===== config.mk =====
export PLATFORM = sky130hd
export DESIGN_NAME = uart_alu_ctrl
export DESIGN_NICKNAME = d
export VERILOG_FILES = /design/src/rtl/uart_alu_pkg.sv /design/src/rtl/uart_alu_ctrl_frame_timer.sv /design/src/rtl/uart_alu_ctrl.sv
export SDC_FILE = /design/constraint.sdc
export NUM_CORES = 1
export LEC_CHECK = 0
export ABC_AREA = 1
export CAP_MARGIN = 25
export CORE_UTILIZATION = 51
export CTS_CLUSTER_SIZE = 10
export DETAILED_ROUTE_END_ITERATION = 6
export PLACE_DENSITY = 0.9
export SETUP_SLACK_MARGIN = 0.1
export SYNTH_ARGS = -nofsm -noshare
export SYNTH_HDL_FRONTEND = slang
export SYNTH_HIERARCHICAL = 1
export SYNTH_SLANG_ARGS = --single-unit

===== constraint.sdc =====
create_clock -name i_clk -period 1.8 [get_ports i_clk]
set_input_delay 0.18 -clock i_clk [delete_from_list [all_inputs] [get_ports i_clk]]
set_output_delay 0.18 -clock i_clk [all_outputs]
set_load 0.02 [all_outputs]

===== src/rtl/uart_alu_pkg.sv =====
// Shared definitions for the UART-to-ALU frame controller: opcode values,
// FSM state encoding, default error response and opcode validation.
package uart_alu_pkg;

  localparam logic [7:0] OP_ADD = 8'h20;
  localparam logic [7:0] OP_SUB = 8'h22;
  localparam logic [7:0] OP_AND = 8'h24;
  localparam logic [7:0] OP_OR  = 8'h25;
  localparam logic [7:0] OP_XOR = 8'h26;
  localparam logic [7:0] OP_NOR = 8'h27;
  localparam logic [7:0] OP_SRA = 8'h03;
  localparam logic [7:0] OP_SRL = 8'h02;

  localparam logic [7:0] DEF_ERR_BYTE = 8'hFF;

  typedef enum logic [2:0] {
    ST_IDLE  = 3'd0,
    ST_GET_A = 3'd1,
    ST_GET_B = 3'd2,
    ST_EXEC  = 3'd3,
    ST_SEND  = 3'd4
  } state_t;

  // Whole opcode byte must match; nonzero upper bits make it invalid.
  function automatic logic is_valid_op(input logic [7:0] op);
    case (op)
      OP_ADD, OP_SUB, OP_AND, OP_OR,
      OP_XOR, OP_NOR, OP_SRA, OP_SRL: return 1'b1;
      default:                        return 1'b0;
    endcase
  endfunction

endpackage


===== src/rtl/uart_alu_ctrl_frame_timer.sv =====
// Inter-byte idle timer: counts enabled cycles and flags the cycle in which
// the count has reached TIMEOUT_CYC-1 while still enabled.
module frame_timer #(
  parameter int unsigned TIMEOUT_CYC = 65535
) (
  input  logic i_clk,
  input  logic i_reset,
  input  logic clear_i,
  input  logic enable_i,
  output logic expired_o
);

  localparam int unsigned   TW   = $clog2(TIMEOUT_CYC);
  localparam logic [TW-1:0] LAST = TW'(TIMEOUT_CYC - 1);

  logic [TW-1:0] cnt_q, cnt_d;

  // Next count: clear wins, otherwise advance while enabled and wrap at LAST.
  always_comb begin
    cnt_d = cnt_q;
    if (clear_i) begin
      cnt_d = '0;
    end else if (enable_i) begin
      if (cnt_q == LAST) cnt_d = '0;
      else               cnt_d = cnt_q + 1'b1;
    end
  end

  // Counter register.
  always_ff @(posedge i_clk or posedge i_reset) begin
    if (i_reset) cnt_q <= '0;
    else         cnt_q <= cnt_d;
  end

  assign expired_o = enable_i && !clear_i && (cnt_q == LAST);

endmodule


===== src/rtl/uart_alu_ctrl.sv =====
// Frame controller: pops opcode/A/B from the RX FIFO, drives an external
// combinational ALU, and pushes one response byte per frame to the TX FIFO.
module uart_alu_ctrl
  import uart_alu_pkg::*;
#(
  parameter int unsigned     DBIT        = 8,
  parameter int unsigned     NB_OP       = 6,
  parameter int unsigned     TIMEOUT_CYC = 65535,
  parameter logic [DBIT-1:0] ERR_BYTE    = DEF_ERR_BYTE
) (
  input  logic             i_clk,
  input  logic             i_reset,
  input  logic             i_rx_empty,
  input  logic [DBIT-1:0]  i_r_data,
  output logic             o_rd_uart,
  input  logic             i_tx_full,
  output logic             o_wr_uart,
  output logic [DBIT-1:0]  o_w_data,
  output logic [DBIT-1:0]  o_alu_a,
  output logic [DBIT-1:0]  o_alu_b,
  output logic [NB_OP-1:0] o_alu_op,
  input  logic [DBIT-1:0]  i_alu_result,
  output logic             o_busy,
  output logic             o_frame_err,
  output logic             o_op_err
);

  state_t          state_q;
  logic [DBIT-1:0] op_q, a_q, b_q, res_q;
  logic            err_q;
  logic            waiting;
  logic            tmo;

  assign waiting = (state_q == ST_GET_A) || (state_q == ST_GET_B);

  frame_timer #(.TIMEOUT_CYC(TIMEOUT_CYC)) u_timer (
    .i_clk     (i_clk),
    .i_reset   (i_reset),
    .clear_i   (!waiting || !i_rx_empty),
    .enable_i  (waiting && i_rx_empty),
    .expired_o (tmo)
  );

  // Strobes are gated by reset so every output is low while reset is held.
  assign o_rd_uart   = !i_reset && !i_rx_empty &&
                       ((state_q == ST_IDLE) || waiting);
  assign o_wr_uart   = !i_reset && (state_q == ST_SEND) && !i_tx_full;
  assign o_frame_err = !i_reset && tmo;
  assign o_op_err    = o_wr_uart && err_q;
  assign o_busy      = (state_q != ST_IDLE);
  assign o_w_data    = res_q;
  assign o_alu_a     = a_q;
  assign o_alu_b     = b_q;
  assign o_alu_op    = op_q[NB_OP-1:0];

  // Frame FSM with operand/result capture.
  always_ff @(posedge i_clk or posedge i_reset) begin
    if (i_reset) begin
      state_q <= ST_IDLE;
      op_q    <= '0;
      a_q     <= '0;
      b_q     <= '0;
      res_q   <= '0;
      err_q   <= 1'b0;
    end else begin
      case (state_q)
        ST_IDLE: begin
          if (!i_rx_empty) begin
            op_q    <= i_r_data;
            state_q <= ST_GET_A;
          end
        end
        ST_GET_A: begin
          if (!i_rx_empty) begin
            a_q     <= i_r_data;
            state_q <= ST_GET_B;
          end else if (tmo) begin
            state_q <= ST_IDLE;
          end
        end
        ST_GET_B: begin
          if (!i_rx_empty) begin
            b_q     <= i_r_data;
            state_q <= ST_EXEC;
          end else if (tmo) begin
            state_q <= ST_IDLE;
          end
        end
        ST_EXEC: begin
          if (is_valid_op(8'(op_q))) begin
            res_q <= i_alu_result;
            err_q <= 1'b0;
          end else begin
            res_q <= ERR_BYTE;
            err_q <= 1'b1;
          end
          state_q <= ST_SEND;
        end
        ST_SEND: begin
          if (!i_tx_full) begin
            err_q   <= 1'b0;
            state_q <= ST_IDLE;
          end
        end
        default: state_q <= ST_IDLE;
      endcase
    end
  end

endmodule


* After elaboration in Yosys (flattened, before gate mapping)
Index checks and enable logic that the tools add are counted.
** Word-level totals
- Word-level logic and storage cells :: 66
- Input bits :: 20
- Bits in registers :: 52
** Operators by class
- Equality and inequality tests :: 15
- Reductions and logical operators :: 27
- Bitwise logic cells :: 1
- Multiplexer cells :: 15
- Add/subtract/negate cells :: 1
** Operators by type and width (count)
- $eq A8 B6 Y1 const B :: 6
- $mux W16 :: 3
- $add A16 B1 Y16 const B :: 1
- $eq A16 B16 Y1 const B :: 1
- $eq A8 B2 Y1 const B :: 2
- $mux W3 :: 5
- $pmux W3 S5 :: 1
- $reduce_and A2 Y1 :: 5
- $logic_and A1 B1 Y1 :: 9
- $mux W8 :: 1
- $reduce_or A8 Y1 :: 1
- $eq A3 B2 Y1 const B :: 2
- $logic_not A1 Y1 :: 5
- $mux W1 :: 4
- $ne A2 B2 Y1 const B :: 2
- $reduce_bool A2 Y1 :: 2
- $eq A3 B1 Y1 const B :: 1
- $eq A3 B3 Y1 const B :: 1
- $logic_not A3 Y1 :: 1
- $logic_or A1 B1 Y1 :: 3
- $reduce_bool A3 Y1 :: 1
- $pmux W1 S2 :: 1
- $not A1 Y1 :: 1

* Logic depth before layout (Yosys ltp)
Gate-level depths: netlist (run 1).
- Depth after elaboration :: 10
- Gate-level depth with buffers :: 13
- Gate-level depth less buffers :: 13

* Cells and area by module
Netlist (run 1), hierarchy kept.
** Modules (own cells, without submodules)
- uart_alu_ctrl :: times used 1, cells an instance 189, area an instance 1724.2 sq um
- frame_timer :: times used 1, cells an instance 132, area an instance 1022.2 sq um

* Worst setup path after synthesis (run 1)
Ideal clock, no wire load.
- Path type :: register to output
- From :: register state_q[2]
- To :: output o_frame_err
- Stages on the path, launching flop included :: 12
- Buffers on the path :: 0
- Arrival :: 1.648 ns
- Data required time :: 1.620 ns
- Path slack :: -0.028 ns
- Cell sequence :: dfrtp_1 nor2_2 nand2_1 nand2_1 nand2_1 inv_1 inv_1 nor2_4 inv_1 nor2_1 inv_1 nor2_1
** On the way
- Cells in the longest elaborated chain, start to end :: 8
** RTL lines
- start, declared :: RTL line uart_alu_ctrl.sv:28 : state_t state_q;
- start signal, assigned :: RTL line uart_alu_ctrl.sv:59 : state_q <= ST_IDLE;
- start signal, assigned :: RTL line uart_alu_ctrl.sv:70 : state_q <= ST_GET_A;
- start signal, assigned :: RTL line uart_alu_ctrl.sv:76 : state_q <= ST_GET_B;
- $eq A3 B1 Y1 / $eq A3 B2 Y1 (equally long branches) :: RTL line uart_alu_ctrl.sv:34 : assign waiting = (state_q == ST_GET_A) || (state_q == ST_GET_B);
- $logic_or A1 B1 Y1 (*) :: RTL line uart_alu_ctrl.sv:34
- $logic_not A1 Y1 :: RTL line uart_alu_ctrl.sv:39 : .clear_i (!waiting || !i_rx_empty),
- $logic_or A1 B1 Y1 :: RTL line uart_alu_ctrl.sv:39
- $logic_not A1 Y1 :: RTL line uart_alu_ctrl_frame_timer.sv:35 : assign expired_o = enable_i && !clear_i && (cnt_q == LAST);
- $logic_and A1 B1 Y1 (*) (2 in a row) :: RTL line uart_alu_ctrl_frame_timer.sv:35
- via tmo :: RTL line uart_alu_ctrl.sv:32 : logic tmo;
- $logic_and A1 B1 Y1 (*) :: RTL line uart_alu_ctrl.sv:48 : assign o_frame_err = !i_reset && tmo;
- end, declared :: RTL line uart_alu_ctrl.sv:24 : output logic o_frame_err,
The timed path passes the listed nets; every way through them passes the cells marked *.

* Worst setup path in the final report (run 1)
- From :: register state_q[0]
- To :: output o_frame_err
The elaborated chain is that of the path after synthesis.

==> summary.md, run 1 <==
- 0.128 — part of the total power dissipated in the clock network
- 0.328 — relative contribution of sequential cells to total power
- 453 — number of nets in the layout
- 8.56 µm² — synthesized area per cell
- 0.474 — sequential share of the synthesized area
- 4 — Final Setup Violations
- 0.32 ns — clock insertion delay at the later pin of the skew report
- 4.84 mm — placed wire-length estimate
- 502 — final cell count without fillers
- 522 MHz — Max Fclk
- reg -> out — type of the worst setup path
- 2384 — number of global-route vias before repair
- 0 — DRC violations left
- sky130_fd_sc_hd__inv_2 — cell seen most often among critical-path stages
- sky130_fd_sc_hd__dfrtp_1, sky130_fd_sc_hd__nand2_1, sky130_fd_sc_hd__o21ai_2 — largest cells by area after synthesis
- flop — Critical Path Start Type
- 8.11 mm — routed wire length
- 5.51 mW — Design Power
- 343 — syn nets
- 1.91 ns — crit path time final
- 0.418 ns — slew at the pin closest to its max-slew limit
- 2 — buffer depth of the longest clock path
- 2682 — via count
- 0.544 — Comb power frac
- 2 — H-tree lvl count
- 1.06 — share of the clock period used by the worst path after layout
- 4 — Initial DRT Pass Iterations
- true — unrepaired setup endpoints after global routing
- 5 — TritonCTS buffer count
- 0.00133 mm² — area of the multi-input gates
- 321 — gate count of the mapped netlist
- 55 — IO Count
- 0 — number of synthesized flops with an enable pin
- built — CTS tree
- complete, but fails checks — result of the run
- 0.534 — Starting Density
- 3 — Crit Path Max Fanout
- 2.31 mW — Net Switching
- 0.721 — Slew HR
- 0.419 — switching power as a share of total power
- 0 — Final Max Slew Viols
- 10.9 mm — global-route wire length before repair
- 52 — number of clock sinks
- 0 — antenna violations before repair
- 0 — final antenna diode count
- 0 — Detail Route Antenna Nets
- 0.775 — final design utilization
- 1.73 ns — crit path DAT
- 0.00130 mm² — sequential cell area in the final layout
- 52 — number of register bits inferred by synthesis
- 0 — global route overflow
- 0.00275 mm² — cell area after synthesis
- 0.893 — weighted congestion reported at the end of routability-driven placement
- in -> reg — worst min-delay path class
- -0.219 ns — total negative slack for setup checks
- 340 — filler instances
- 6 — Synth warnings
- 0.474 — proportion of netlist area held by the largest area contributor
- 0.38 ns — worst stage delay on the critical path
- 1.08 mV — Max rail drop VDD
- sky130_fd_sc_hd__nand2_1, sky130_fd_sc_hd__buf_4, sky130_fd_sc_hd__dfrtp_1 — highest-count cells in the layout ignoring fill and taps
- inv_2 > nor2_2 > nand2_2 > nand2_4 > nand2_4 > inv_2 > inv_2 > nor2_4 > inv_2 > nor2_2 > inv_2 > nor2_4 > buf_6 — cell breakdown of the critical path
- 0.359 — ratio of cells with drive above 1 in the final layout
- 45.0% — area grow syn2layout
- 0 — Maximum Capacitance Violations
- 75.4 µm — die extent in y
- -0.114 ns — setup ws final
- 16.2 µm — post-DR wirelength/cell
- 1380 mW/mm² — areal power density over the cells
- simple AND/OR/NAND/NOR gates — largest delay contributor family on the critical path
- 37 — largest net degree at the start of global routing
- 1.79 nW — Static Leakage
- 6 — Buf/Inv on CP
- 0.00568 mm² — Total Die Area
- setup timing — failing checks
- 32 — number of different library cells in the post-synthesis netlist
- 0.258 — Overall Global Routing Usage
- 26 — Rows
- 0.470 ns — Post-Route Hold Slack
- sky130_fd_sc_hd__nand2_1 — most common cell after layout, fill and taps aside
- sky130_fd_sc_hd__dfrtp_1 — area leader, netlist
- 0.0109 ns — clock skew after layout
- 75.4 µm — horizontal die dimension
- 136 — DRC marker count from the first detailed-route iteration
- 0.10 ns — CTS clock-pin slew for the worst setup and hold paths
- sky130_fd_sc_hd__clkbuf_8 — cell at the root of the clock tree
- 5.34 — Vias/cell
- sky130_fd_sc_hd__dfrtp_1 — commonest register cell after synthesis
- 0.00514 mm² — area of the core
- sky130_fd_sc_hd__dfrtp_1 — slowest library cell on the worst path
- 3.20 mW — internal power of the cells
- 0 — final hold vios
- 474 — cell total after placement
- 1.00 — async set-or-reset flop fraction in the synthesized netlist
- 1.62 ns — required time of the worst setup path
- 54 — Port Buffers
- output port — Worst Setup End Kind
==> worst paths after layout <==
| check | start | endpoint | slack (ns) | depth (start not counted) |
|---|---|---|---|---|
| min in group asynchronous | i_reset | u_timer/cnt_q[3]$_DFFE_PP0P_ | 0.49 | 4 |
| max in group asynchronous | i_reset | state_q[2]$_DFFE_PP0P_ | 1.07 | 4 |
| worst min-delay path | i_r_data[6] | o_alu_b[6]$_DFFE_PP0P_ | 0.47 | 3 |
| worst max register to register | state_q[2]$_DFFE_PP0P_ | state_q[1]$_DFFE_PP0P_ | -0.05 | 12 |
| worst min register to register | o_alu_b[4]$_DFFE_PP0P_ | o_alu_b[4]$_DFFE_PP0P_ | 0.49 | 2 |
| worst max-delay path | state_q[0]$_DFFE_PP0P_ | o_frame_err | -0.11 | 13 |
==> cell families (layout without fill, tap and decap cells) <==
logic type      count (synthesis)  count (layout)  synth area share
simple gates                  159             160             0.284
buf+inv                        53             163            0.0907
flops                          52              52             0.474
compound gates                 49              49             0.123
xor+xnor                        6               6            0.0191
fa+ha+maj                       2               2           0.00911
==> layout make-up <==
class	count	share of cell area
Multi-Input combinational cell	217	0.333
Sequential cell	52	0.327
Timing Repair Buffer	113	0.254
Inverter	42	0.0396
Tap cell	70	0.0220
Clock buffer	5	0.0173
Clock inverter	3	0.00628
==> power groups by stage <==
stage | combinational (mW) | clock, mW | sequential, mW
5_1_grt | 3.19 | 0.771 | 1.85
3_5_place_dp | 2.53 | 0 | 1.81
4_1_cts | 2.72 | 0.712 | 1.80
6_report | 3.00 | 0.702 | 1.81
3_3_place_gp | 2.45 | 0 | 1.79
2_1_floorplan | 1.22 | 0 | 2.11
==> per-stage QoR <==
step	setup slack [ns]	instance area, µm²
2_1_floorplan	0.114	2760
3_3_place_gp	-0.283	3600
4_1_cts	-0.0955	3820
6_report	-0.114	3980
5_1_grt	-0.261	3980
3_5_place_dp	-0.318	3600
==> synth_stat cells (3+ instances only) <==
cell,instances
sky130_fd_sc_hd__dfrtp_1,52
sky130_fd_sc_hd__nor2_1,19
sky130_fd_sc_hd__inv_1,38
sky130_fd_sc_hd__inv_2,4
sky130_fd_sc_hd__nand2_1,78
sky130_fd_sc_hd__nand4_1,5
sky130_fd_sc_hd__nor2_2,5
sky130_fd_sc_hd__nand3_1,18
sky130_fd_sc_hd__o21ai_0,4
sky130_fd_sc_hd__nor2_4,5
sky130_fd_sc_hd__xor2_1,5
sky130_fd_sc_hd__nor3_1,8
sky130_fd_sc_hd__buf_4,7
sky130_fd_sc_hd__a21oi_1,9
sky130_fd_sc_hd__o21ai_1,9
sky130_fd_sc_hd__or2_2,8
sky130_fd_sc_hd__nand2_2,6
sky130_fd_sc_hd__o21ai_2,21
sky130_fd_sc_hd__buf_6,3
==> state kept, by name (all words and copies together) (netlist names) <==
signal         count
err_q              1
o_w_data           8
state_q            3
o_alu_b            8
op_q               8
u_timer/cnt_q     16
o_alu_a            8
==> repair_timing <==
| action | CTS | global route |
|---|---|---|
| setup endpoints to repair | 15 | 23 |
| pin swaps | 8 | 15 |
| hold buffers | 0 | 0 |
| resized for setup | 38 | 26 |
| setup buffers | 15 | 10 |
| gates cloned | 0 | 1 |
==> worst register-to-register path: cells and delay by family (launching register included) <==
kind                   cells  cell delay, ns
buffers and inverters      9            1.03
flip-flops                 1            0.45
AND/OR/NAND/NOR            2            0.21
AO/OA/AOI/OAI              1            0.11
==> routing by layer <==
metal,vias up,share of wire,global-route usage
met5,-,0,0
met4,0,0.049,0.0844
met3,30,0.052,0.0635
met2,106,0.52,0.465
met1,1304,0.38,0.301
li1,1242,-,-
(Power assumes the default switching activity.)
==> inputs of run 2 (changes only) <==
ABC_AREA = default   (was 1)
CORE_UTILIZATION = 50   (was 51)
==> run 2 against run 1 <==
The run still ends with setup timing left; largest power group unchanged; synthesized cell count down 27%; die area shrank 5.2%; flip-flop and latch count is the same.
==> summary.md, run 2 <==
- 0.511 — sequential share of the synthesized area
- 4 — Initial DRT Pass Iterations
- 5.75 mW — Design Power
- 0.529 — Starting Density
- 354 — number of nets in the layout
- 0.616 — Slew HR
- 1.00 — async set-or-reset flop fraction in the synthesized netlist
- sky130_fd_sc_hd__dfrtp_1 — cell with the most instances after synthesis
- 256 — syn nets
- 2368 — via count
- 1.31 — share of the clock period used by the worst path after layout
- 73.4 µm — die extent in y
- 2 — H-tree lvl count
- sky130_fd_sc_hd__dfrtp_1 — area leader, netlist
- 2 — buffer depth of the longest clock path
- flop — Critical Path Start Type
- sky130_fd_sc_hd__dfrtp_1, sky130_fd_sc_hd__mux2_2, sky130_fd_sc_hd__nor2_1 — largest cells by area after synthesis
- 4.55 mm — placed wire-length estimate
- -3.53 ns — total negative slack for setup checks
- nand2b_4 > nand2_2 > and3b_2 > nand4_1 > or3_4 > nor4_4 > nor2b_4 > buf_6 — cell breakdown of the critical path
- 8.17 mm — routed wire length
- 2.91 mm — detailed-route wire length on metal 1
- 0.00344 — post-synthesis xor/xnor area fraction
- u_timer/cnt_q — largest reg by FF count
- 0.438 ns — Post-Route Hold Slack
- in -> async — worst min-delay path class
- 0 — global route overflow
- 5 — TritonCTS buffer count
- 0 — final hold vios
- setup timing — failing checks
- 0 — hold buffers post-CTS
- 0 — DRC violations left
- 1.13 mV — Max rail drop VDD
- 25 — Rows
- state_q[0]$_DFFE_PP0P_ — worst flop-to-flop path startpoint
- 0.00982 — share of synthesized cell area in full adder, half adder and majority cells
- sky130_fd_sc_hd__clkbuf_8 — cell at the root of the clock tree
- 0 — antenna violations before repair
- 0.293 — Overall Global Routing Usage
- 1490 mW/mm² — areal power density over the cells
- 51.1% — area grow syn2layout
- 2422 — number of global-route vias before repair
- 6 — Synth warnings
- 0.110 — mux cell area share after synthesis
- built — CTS tree
- sky130_fd_sc_hd__dfrtp_1 — commonest register cell after synthesis
- 0.405 — ratio of cells with drive above 1 in the final layout
- 0.199 — post-synthesis share of cell area spent on and, or, nand and nor gates
- reg -> out — type of the worst setup path
- 52 — number of clock sinks
- 9 — worst reg2reg path depth
- u_timer/cnt_q[13]$_DFFE_PP0P_ — Crit Reg-Reg Endpoint
- 0.574 ns — slew at the pin closest to its max-slew limit
- 0.32 ns — clock insertion delay at the later pin of the skew report
- output port — Worst Setup End Kind
- 0 — number of synthesized flops with an enable pin
- 0.45 ns — worst stage delay on the critical path
- 424 MHz — Max Fclk
- 1.61 nW — Static Leakage
- 0.872 — weighted congestion reported at the end of routability-driven placement
- 54 — Port Buffers
- 0.00715 ns — clock skew after layout
- 1.62 ns — required time of the worst setup path
- 73.4 µm — horizontal die dimension
- 234 — gate count of the mapped netlist
- sky130_fd_sc_hd__dfrtp_1 — most common cell after layout, fill and taps aside
- 37 — largest net degree at the start of global routing
- 0.00539 mm² — Total Die Area
- 549 µm — met3 routed wirelength
- complete, but fails checks — result of the run
- simple AND/OR/NAND/NOR gates — largest family of logic cells by synthesized area
- 0.799 — final design utilization
- 19 — Final Setup Violations
- 42 — number of different library cells in the post-synthesis netlist
- 5.92 — Vias/cell
- -0.558 ns — setup ws final
- 3 — Crit Path Max Fanout
- 11.7 mm — global-route wire length before repair
- 4.33 mm — met2 layer wire length in the routed design
- 16 — max reg flops
- true — unrepaired setup endpoints after global routing
- 0 — Detail Route Antenna Nets
- 52 — number of register bits inferred by synthesis
- 0.00255 mm² — cell area after synthesis
- 0 — Final Max Slew Viols
- 2.18 ns — crit path DAT
- 0.511 — proportion of netlist area held by the largest area contributor
- met4 — highest metal used
- 55 — IO Count
- sky130_fd_sc_hd__dfrtp_1 — slowest library cell on the worst path
- sky130_fd_sc_hd__dfrtp_1, sky130_fd_sc_hd__clkdlybuf4s50_1, sky130_fd_sc_hd__buf_4 — highest-count cells in the layout ignoring fill and taps
- sky130_fd_sc_hd__dfrtp_1, sky130_fd_sc_hd__mux2_2, sky130_fd_sc_hd__nor2_1 — most common library cells after synthesis
- 20.4 µm — post-DR wirelength/cell
- 0.10 ns — CTS clock-pin slew for the worst setup and hold paths
- 0 — final antenna diode count
- 0 — Maximum Capacitance Violations
- 2.36 ns — crit path time final
- -0.38 ns — slack of the worst reg-to-reg path
- 149 — DRC marker count from the first detailed-route iteration
- 10.9 µm² — synthesized area per cell
- 0.111 — fraction of the mapped netlist area in compound gates
- 0.00482 mm² — area of the core
-- run 2: cell types whose count changed in the layout (fill, tap and decap cells not counted), sizes merged, moves of 8 or more --
cell	before	now
a2bb2oi	0	8
inv	44	9
nor2	30	21
mux2	0	24
o21ai	34	13
or3	0	8
nand3	20	8
nand2	86	18
-- run 2: worst max-delay path: cells and delay by family, from the launching register on --
family                 cells  cell delay [ns]
buffers and inverters      1             0.11
DFF                        1             0.45
and+or+nand+nor            7             1.28
-- run 2: stage by stage --
step / area, µm² / setup WS (ns) / instances
global route: 3850 / -0.639 / 400
detailed placement: 3430 / -0.637 / 381
floorplan: 2590 / -0.156 / 234
global placement: 3430 / -0.602 / 381
finish: 3850 / -0.558 / 400
CTS: 3710 / -0.474 / 395
-- run 2: worst max path at each step --
stage                      startpoint     endpoint  slack [ns]  cells past startpoint
2_1_floorplan  state_q[1]$_DFFE_PP0P_  o_frame_err       -0.16                      8
3_3_place_gp               i_rx_empty  o_frame_err       -0.60                      7
3_5_place_dp               i_rx_empty  o_frame_err       -0.64                      7
4_1_cts        state_q[0]$_DFFE_PP0P_  o_frame_err       -0.47                      8
5_1_grt        state_q[0]$_DFFE_PP0P_  o_frame_err       -0.64                      8
6_report       state_q[0]$_DFFE_PP0P_  o_frame_err       -0.56                      8
-- run 2: timing repair --
item / CTS / global route
setup endpoints to repair: 23 / 31
pin swaps: 10 / 13
resized for setup: 65 / 24
buffers inserted: 7 / 8
-- run 2: final cells by class --
type,instances,area (µm²)
Multi-Input combinational cell,158,1340
Inverter,8,30.0
Tap cell,67,83.8
Fill cell,249,967
Sequential cell,52,1300
Clock buffer,5,68.8
Timing Repair Buffer,107,998
Clock inverter,3,27.5
-- run 2: where the power goes --
group	internal (mW)	total [mW]	leakage (nW)	switching, mW
clock	0.286	0.712	0.0463	0.426
sequential	1.58	1.92	0.634	0.338
combinational	1.63	3.12	0.932	1.49
-- run 2: routing by layer --
| metal | vias up | GRT usage |
|---|---|---|
| met2 | 137 | 0.528 |
| met4 | 0 | 0.120 |
| met1 | 1164 | 0.324 |
| met5 | - | 0 |
| li1 | 1028 | - |
| met3 | 39 | 0.0809 |
-- run 2: cell families after synthesis --
kind of cell             after synthesis
adder cells (fa/ha/maj)                2
AND/OR/NAND/NOR                       86
XOR/XNOR                               1
flip-flops                            52
multiplexers                          25
buffers and inverters                 24
AO/OA/AOI/OAI                         44
